<file path="src/rtl/hack_pkg.sv">
// Shared definitions for the Hack CPU front end: default widths and the
// fetch-stage state encoding.
package hack_pkg;

    localparam int HACK_ADDR_W = 16;
    localparam int HACK_DATA_W = 16;

    typedef enum logic [1:0] {
        IDLE  = 2'd0,
        REQ   = 2'd1,
        FLUSH = 2'd2
    } fetch_state_t;

endpackage

</file>
<file path="src/rtl/fetch_fifo.sv">
// Small instruction buffer between the ROM interface and decode. Storage is
// unreset; only pointers and occupancy are cleared by reset or flush.
module fetch_fifo #(
    parameter int WIDTH = 32,
    parameter int DEPTH = 2
) (
    input  logic                     clk,
    input  logic                     reset,
    input  logic                     push,
    input  logic                     pop,
    input  logic                     flush,
    input  logic [WIDTH-1:0]         wdata,
    output logic [WIDTH-1:0]         rdata,
    output logic [$clog2(DEPTH):0]   count
);

    localparam int PW = $clog2(DEPTH);

    logic [WIDTH-1:0] mem [DEPTH];
    logic [PW-1:0]    wptr;
    logic [PW-1:0]    rptr;

    always_ff @(posedge clk or negedge reset) begin
        if (!reset) begin
            wptr  <= '0;
            rptr  <= '0;
            count <= '0;
        end else if (flush) begin
            wptr  <= '0;
            rptr  <= '0;
            count <= '0;
        end else begin
            if (push) wptr <= wptr + 1'b1;
            if (pop)  rptr <= rptr + 1'b1;
            if (push && !pop)
                count <= count + 1'b1;
            else if (pop && !push)
                count <= count - 1'b1;
        end
    end

    always_ff @(posedge clk) begin
        if (push && !flush) mem[wptr] <= wdata;
    end

    assign rdata = mem[rptr];

endmodule

</file>
<file path="src/rtl/instruction_fetch.sv">
// Fetch stage: issues one ROM read at a time from the PC, buffers returned
// words for decode, and steers the PC increment/load controls.
//
// state | meaning
// IDLE  | no request outstanding; issue from pc when buffer has room
// REQ   | live request outstanding; ack pushes the word and bumps the pc
// FLUSH | request outstanding but redirected; its ack is dropped
module instruction_fetch
    import hack_pkg::*;
#(
    parameter int ADDR_W = HACK_ADDR_W,
    parameter int DATA_W = HACK_DATA_W,
    parameter int DEPTH  = 2
) (
    input  logic              clk,
    input  logic              reset,
    input  logic [ADDR_W-1:0] pc,
    output logic              pc_inc,
    output logic              pc_load,
    output logic [ADDR_W-1:0] pc_target,
    input  logic              jump_valid,
    input  logic [ADDR_W-1:0] jump_target,
    output logic              mem_req,
    output logic [ADDR_W-1:0] mem_addr,
    input  logic              mem_ack,
    input  logic [DATA_W-1:0] mem_data,
    output logic              ins_valid,
    input  logic              ins_ready,
    output logic [DATA_W-1:0] ins_data,
    output logic [ADDR_W-1:0] ins_addr
);

    localparam int CW = $clog2(DEPTH) + 1;

    fetch_state_t               state;
    logic [CW-1:0]              count;
    logic [CW-1:0]              count_next;
    logic                       push;
    logic                       pop;
    logic [DATA_W+ADDR_W-1:0]   head;

    assign pop        = ins_valid && ins_ready;
    assign push       = (state == REQ) && mem_ack && !jump_valid;
    assign count_next = count + CW'(push) - CW'(pop);

    // A redirect always wins over the increment; push already excludes jumps.
    assign pc_inc    = push;
    assign pc_load   = jump_valid && reset;
    assign pc_target = jump_target;

    assign ins_valid          = (count != '0);
    assign {ins_data, ins_addr} = head;

    always_ff @(posedge clk or negedge reset) begin
        if (!reset) begin
            state    <= IDLE;
            mem_req  <= 1'b0;
            mem_addr <= '0;
        end else begin
            case (state)
                IDLE: begin
                    if (!jump_valid && count < CW'(DEPTH)) begin
                        state    <= REQ;
                        mem_req  <= 1'b1;
                        mem_addr <= pc;
                    end
                end
                REQ: begin
                    if (mem_ack) begin
                        if (!jump_valid && count_next < CW'(DEPTH)) begin
                            mem_addr <= mem_addr + 1'b1;
                        end else begin
                            state   <= IDLE;
                            mem_req <= 1'b0;
                        end
                    end else if (jump_valid) begin
                        state <= FLUSH;
                    end
                end
                FLUSH: begin
                    if (mem_ack) begin
                        state   <= IDLE;
                        mem_req <= 1'b0;
                    end
                end
                default: begin
                    state   <= IDLE;
                    mem_req <= 1'b0;
                end
            endcase
        end
    end

    fetch_fifo #(
        .WIDTH (DATA_W + ADDR_W),
        .DEPTH (DEPTH)
    ) u_fifo (
        .clk   (clk),
        .reset (reset),
        .push  (push),
        .pop   (pop),
        .flush (jump_valid),
        .wdata ({mem_data, mem_addr}),
        .rdata (head),
        .count (count)
    );

endmodule

</file>
<file path="config.mk">
export PLATFORM = sky130hd
export DESIGN_NAME = instruction_fetch
export DESIGN_NICKNAME = d
export VERILOG_FILES = /design/src/rtl/hack_pkg.sv /design/src/rtl/fetch_fifo.sv /design/src/rtl/instruction_fetch.sv
export SDC_FILE = /design/constraint.sdc
export NUM_CORES = 1
export LEC_CHECK = 0
export BUFFER_PORTS_ARGS = -buffer_cell sky130_fd_sc_hd__buf_4
export CAP_MARGIN = 30
export CORE_UTILIZATION = 25
export CTS_CLUSTER_SIZE = 30
export DETAILED_ROUTE_END_ITERATION = 8
export REMOVE_ABC_BUFFERS = 1
export SYNTH_ARGS = -nofsm -noshare
export SYNTH_HDL_FRONTEND = slang
export SYNTH_SLANG_ARGS = --single-unit
</file>
<file path="constraint.sdc">
create_clock -name clk -period 3.74 [get_ports clk]
set_input_delay 0.561 -clock clk [delete_from_list [all_inputs] [get_ports clk]]
set_output_delay 0.561 -clock clk [all_outputs]
set_load 0.03 [all_outputs]
</file>
After elaboration in Yosys (flattened, before gate mapping)
Memories as Yosys holds them, arrays and structs flattened.
Cells that the tools add are included.

operators by class
  reductions and logical operators = 21
  magnitude comparators = 2
  $add $sub $neg = 7
  equal/unequal tests = 9
  muxes and demuxes = 24

operators with widths
  cell                     number
  $mux W16                 3
  $pmux W16 S2             1
  $add A16 B1 Y16 const B  1
  $mux W2                  8
  $reduce_and A4 Y1        3
  $mux W1                  10
  $logic_and A1 B1 Y1      9
  $ne A2 B2 Y1 const B     4
  $reduce_bool A2 Y1       4
  $ne A3 B3 Y1 const B     2
  $pmux W2 S3              1
  $lt A2 B2 Y1 const B     2
  $logic_not A1 Y1         3
  $pmux W1 S3              1
  $reduce_bool A3 Y1       1
  $add A1 B1 Y1 const B    2
  $add A2 B1 Y2            1
  $add A2 B1 Y2 const B    1
  $eq A2 B1 Y1 const B     1
  $eq A2 B2 Y1 const B     1
  $logic_not A2 Y1         1
  $ne A2 B1 Y1 const B     1
  $sub A2 B1 Y2            1
  $sub A2 B1 Y2 const B    1

word-level totals
  RAM bits = 64
  memories = 1
  bits in registers = 23
  input port bits = 53
  output and inout port bits = 68
  word-level logic and storage cells = 70

memory list
  name        words  bits a word  read ports  clocked after memory_dff  wr ports  line              text
  u_fifo.mem  2      32           1           0                         1         fetch_fifo.sv:19  logic [WIDTH-1:0] mem [DEPTH];

Depth between registers and ports, before layout
  depth after elaboration = 10
  gate-level depth with buffers = 10
  gate-level depth less buffers = 9

By module
From an unflattened synthesis, not the netlist that was laid out.

second synthesis, totals
  cells, all modules = 292
  area total of the unflattened synthesis = 4027.6 sq um

by module, submodules not included
  module             area each (sq um)  cells each  sequential area each (sq um)  instances
  fetch_fifo         2645.0             119         2021.9                        1
  instruction_fetch  1382.6             173         475.5                         1

Worst setup path after synthesis
Ideal clock, no wire load.

  kind = in2reg
  start point = in jump_valid
  end point = mem u_fifo.mem[0][0], enable pin
  stages on the path = 3
  arrival time = 2.322 ns
  path buffers = 0
  setup time = 0.421 ns
  data required time = 3.319 ns
  setup slack = 0.996 ns
  cell sequence = nor2_1 > nand3_1 > nor2_1

on the way
  word-level cells in the longest chain between the ends = 5

RTL lines
  element                          line                                       text
  from (decl)                      instruction_fetch.sv:21                    input logic jump_valid,
  $logic_not A1 Y1 *               fetch_fifo.sv:43, instruction_fetch.sv:43
  $logic_and A1 B1 Y1              instruction_fetch.sv:43                    assign push = (state == REQ) && mem_ack && !jump_valid;
  $logic_and A1 B1 Y1 *            fetch_fifo.sv:43                           if (push && !flush) mem[wptr] <= wdata;
  $mux W1 *                        fetch_fifo.sv:43
  $mux W1 (not written as such) *  fetch_fifo.sv:43
  to (decl)                        fetch_fifo.sv:19

Mark *: on every way between the ends. The rest lies on a longest branch, timed or not.

Final worst setup path
  start point = reg u_fifo.count[1]
  end point = reg mem_addr[7]

on the way
  word-level cells in the longest chain between the ends = 7
  elaborated cells between the ends (all ways) = 11
  classes of those cells = add/sub (2); order compare (2); eq/ne (2); reduce/logical (5)

RTL lines
  element                                                                line                     text
  from (decl)                                                            fetch_fifo.sv:14         output logic [$clog2(DEPTH):0] count
  from (signal assigned)                                                 fetch_fifo.sv:36         count <= count + 1'b1;
  from (signal assigned)                                                 fetch_fifo.sv:38         count <= count - 1'b1;
  parallel branches: the longest is 6 deep, another holds $add A2 B1 Y2  -
  $reduce_and A4 Y1 (no line) *                                          -
  to (signal assigned)                                                   instruction_fetch.sv:65  mem_addr <= pc;
  to (signal assigned)                                                   instruction_fetch.sv:71  mem_addr <= mem_addr + 1'b1;
  to (decl)                                                              instruction_fetch.sv:24  output logic [ADDR_W-1:0] mem_addr,

Mark *: on every way between the ends.
A chain may end at the register's enable or synchronous reset.

==> flow_metrics.tcl <==
set metrics [dict create \
    overflow 0 \
    ioPinCount 121 \
    chipWidth_um 126 \
    finalHoldViolations 0 \
    multi_input_area_mm2 0.00116 \
    critPathLaunchType "register" \
    core_mm2 0.0148 \
    num_vias 2515 \
    cts_root_buf "clkbuf_16" \
    power_density_mw_per_mm2 558 \
    die_area_mm2 0.0159 \
    ys_warn_count 0 \
    vdd_drop_max_mv 0.233 \
    htree_levels 3 \
    drv_slew 0 \
    critPathMaxStageDelay_ns 0.48 \
    netlist_area_mm2 0.00384 \
    grt_pass1_wl_um 13900 \
    finalCritPeriodShare 0.732 \
    cp-end-kind "register" \
    cp_top_family "simple AND/OR/NAND/NOR gates" \
    startpoint "u_fifo.count[1]$_DFFE_PN0P_" \
    final_cell_mix "92 x buf_4, 64 x edfxtp_1, 32 x mux2_2" \
    routed_wl_um 8760 \
    final_common_cell "buf_4" \
    antenna_found_initial 0 \
    seq_area_frac_synth 0.650 \
    cp.required_ns 4.00 \
    async_reset_ff_frac 0.264 \
    fin_tns_setup_ns 0 \
    worstSetupEndpoint "mem_addr[7]$_DFFE_PN0P_" \
    r2r_end "mem_addr[7]$_DFFE_PN0P_" \
    syn_to_final_growth_pct 27.6 \
    rsz0062_at_grt "false" \
    routabilityCongestion 0.779 \
    grt_usage 0.117 \
    insertion_delay_ns 0.34 \
    fin_ws_ns 1.00 \
    cts_buffers 9 \
    status "completed" \
    grt_pass1_vias 2590 \
    reg2reg_slack_ns 1.00 \
    cts_tree "yes" \
    synth_cells 286 \
    r2r_cells 10 \
    layout.cells.non_filler 548 \
    path_cells "or2_1 -> nand2_1 -> inv_1 -> ha_1 -> xnor2_1 -> nand4_1 -> a21boi_2 -> buf_4 -> nor2b_1 -> a2bb2oi_1" \
    die_h_um 126 \
    port_buffers 88 \
    grt_start_max_net_pins 34 \
    cts_setup_buffers 0 \
    start_util 0.260 \
    tightestPinTransition_ns 0.866 \
    fin_skew_ns 0.00520 \
    drive_gt1_frac 0.409 \
    post_cts_resized 0 \
    clockBufferDepth 2 \
    synth_ff_type "edfxtp_1" \
    path_clk_slew_ns 0.06 \
    final_net_count 415 \
    nFillCells 1467 \
    firstDrtPassIters 4 \
    pre_cts_slack_ns 1.02 \
    slowest_stage "a21boi_2" \
    drc 0 \
    ctsHoldBuffers 0 \
    cap_violations 0 \
    regArea_mm2 0.00250 \
    cp_max_fo 18 \
    period_needed_ns 2.74 \
    slew_headroom 0.423 \
    clock.fmax_mhz 365 \
    reg2reg_from "u_fifo.count[1]$_DFFE_PN0P_" \
    cp_num_buf_inv 2 \
    antennaDiodeCount 0 \
    ys_ff_latch 87 \
    ant_nets 0 \
    p_leak_nw 1.85 \
    drt_iter0_markers 123 \
    vias_per_cell 4.59 \
    wl_per_cell_um 16.0 \
    post-place-cells 533 \
    cts.sinks 87 \
    synthDistinctLibCells 48 \
    setup_violations 0 \
    cp.depth 10 \
    hp-class "in -> async" \
    dp_hpwl_um 6020 \
    syn_area_per_cell_um2 13.4 \
    num_rows 44 \
    critPathKind "reg -> reg" \
    holdWs_ns 0.121 \
    synth_edf_count 64 \
    arrival_ns 3.00 \
]
worst min path at each step:
stage | from | end | cells past startpoint
2_1_floorplan | reset | mem_addr[0]$_DFFE_PN0P_ | 0
3_3_place_gp | reset | u_fifo.count[1]$_DFFE_PN0P_ | 1
3_5_place_dp | reset | u_fifo.count[1]$_DFFE_PN0P_ | 1
4_1_cts | reset | mem_addr[15]$_DFFE_PN0P_ | 1
5_1_grt | reset | mem_addr[15]$_DFFE_PN0P_ | 1
6_report | reset | u_fifo.count[0]$_DFFE_PN0P_ | 1
kinds of logic (layout without fill, tap and decap cells):
kind of cell / after synthesis / count (layout) / share of synthesized area
flip-flops: 87 / 87 / 0.650
AND/OR/NAND/NOR: 66 / 66 / 0.0837
AO/OA/AOI/OAI: 59 / 59 / 0.0993
multiplexers: 34 / 34 / 0.0990
buffers and inverters: 34 / 112 / 0.0521
XOR/XNOR: 4 / 4 / 0.00912
adder cells (fa/ha/maj): 2 / 2 / 0.00651
power by group:
group / total [mW] / internal [mW] / switching (mW)
registers: 1.26 / 1.14 / 0.115
logic: 0.553 / 0.222 / 0.331
clock network: 0.923 / 0.577 / 0.346
total: 2.74 / 1.94 / 0.792
synthesized netlist by cell type, types with 2 or more instances:
cell type | number | share of area
edfxtp_1 | 64 | 0.50
mux2_2 | 32 | 0.094
dfrtp_1 | 23 | 0.15
a21oi_1 | 21 | 0.027
nand2_1 | 21 | 0.021
buf_4 | 17 | 0.033
nor2_1 | 17 | 0.017
o21ai_0 | 9 | 0.012
buf_2 | 7 | 0.0091
nand3_1 | 7 | 0.0091
o22ai_1 | 6 | 0.0098
clkbuf_1 | 5 | 0.0049
inv_1 | 5 | 0.0049
a2bb2oi_1 | 4 | 0.0091
nor2b_1 | 4 | 0.0065
a31oi_1 | 3 | 0.0049
nand4_1 | 3 | 0.0049
a21o_1 | 2 | 0.0039
ha_1 | 2 | 0.0065
mux2i_1 | 2 | 0.0052
nand2b_1 | 2 | 0.0033
nor3_1 | 2 | 0.0026
xnor2_1 | 2 | 0.0046
xor2_1 | 2 | 0.0046
area by class of cell:
cell class | instances | area share
Clock buffer | 10 | 0.0467
Clock inverter | 5 | 0.0151
Inverter | 5 | 0.00383
Multi-Input combinational cell | 165 | 0.237
Sequential cell | 87 | 0.510
Tap cell | 184 | 0.0470
Timing Repair Buffer | 92 | 0.141
through the flow:
stage                      util  area (um^2)  power, mW
after floorplan               -         3660       1.59
after global placement    0.312         4600       1.83
after detailed placement  0.312         4600       1.84
after CTS                 0.332         4900       2.79
after global routing      0.332         4900       2.87
final                     0.332         4900       2.74
metal layers:
| metal | GRT usage | wire length [um] | part of all wire | up-vias |
|---|---|---|---|---|
| met1 | 0.133 | 3510 | 0.40 | 1207 |
| met4 | 0.0383 | 144 | 0.016 | 0 |
| met5 | 0 | 0 | 0 | - |
| li1 | - | - | - | 1191 |
| met3 | 0.0518 | 682 | 0.078 | 9 |
| met2 | 0.194 | 4420 | 0.50 | 108 |
sequential cells by signal (all words and copies together) (netlist names):
name / cells
u_fifo.wptr: 1
u_fifo.mem: 64
u_fifo.rptr: 1
u_fifo.count: 2
mem_addr: 16
state: 2
mem_req: 1
No activity file was read; power rests on OpenSTA's default activity.
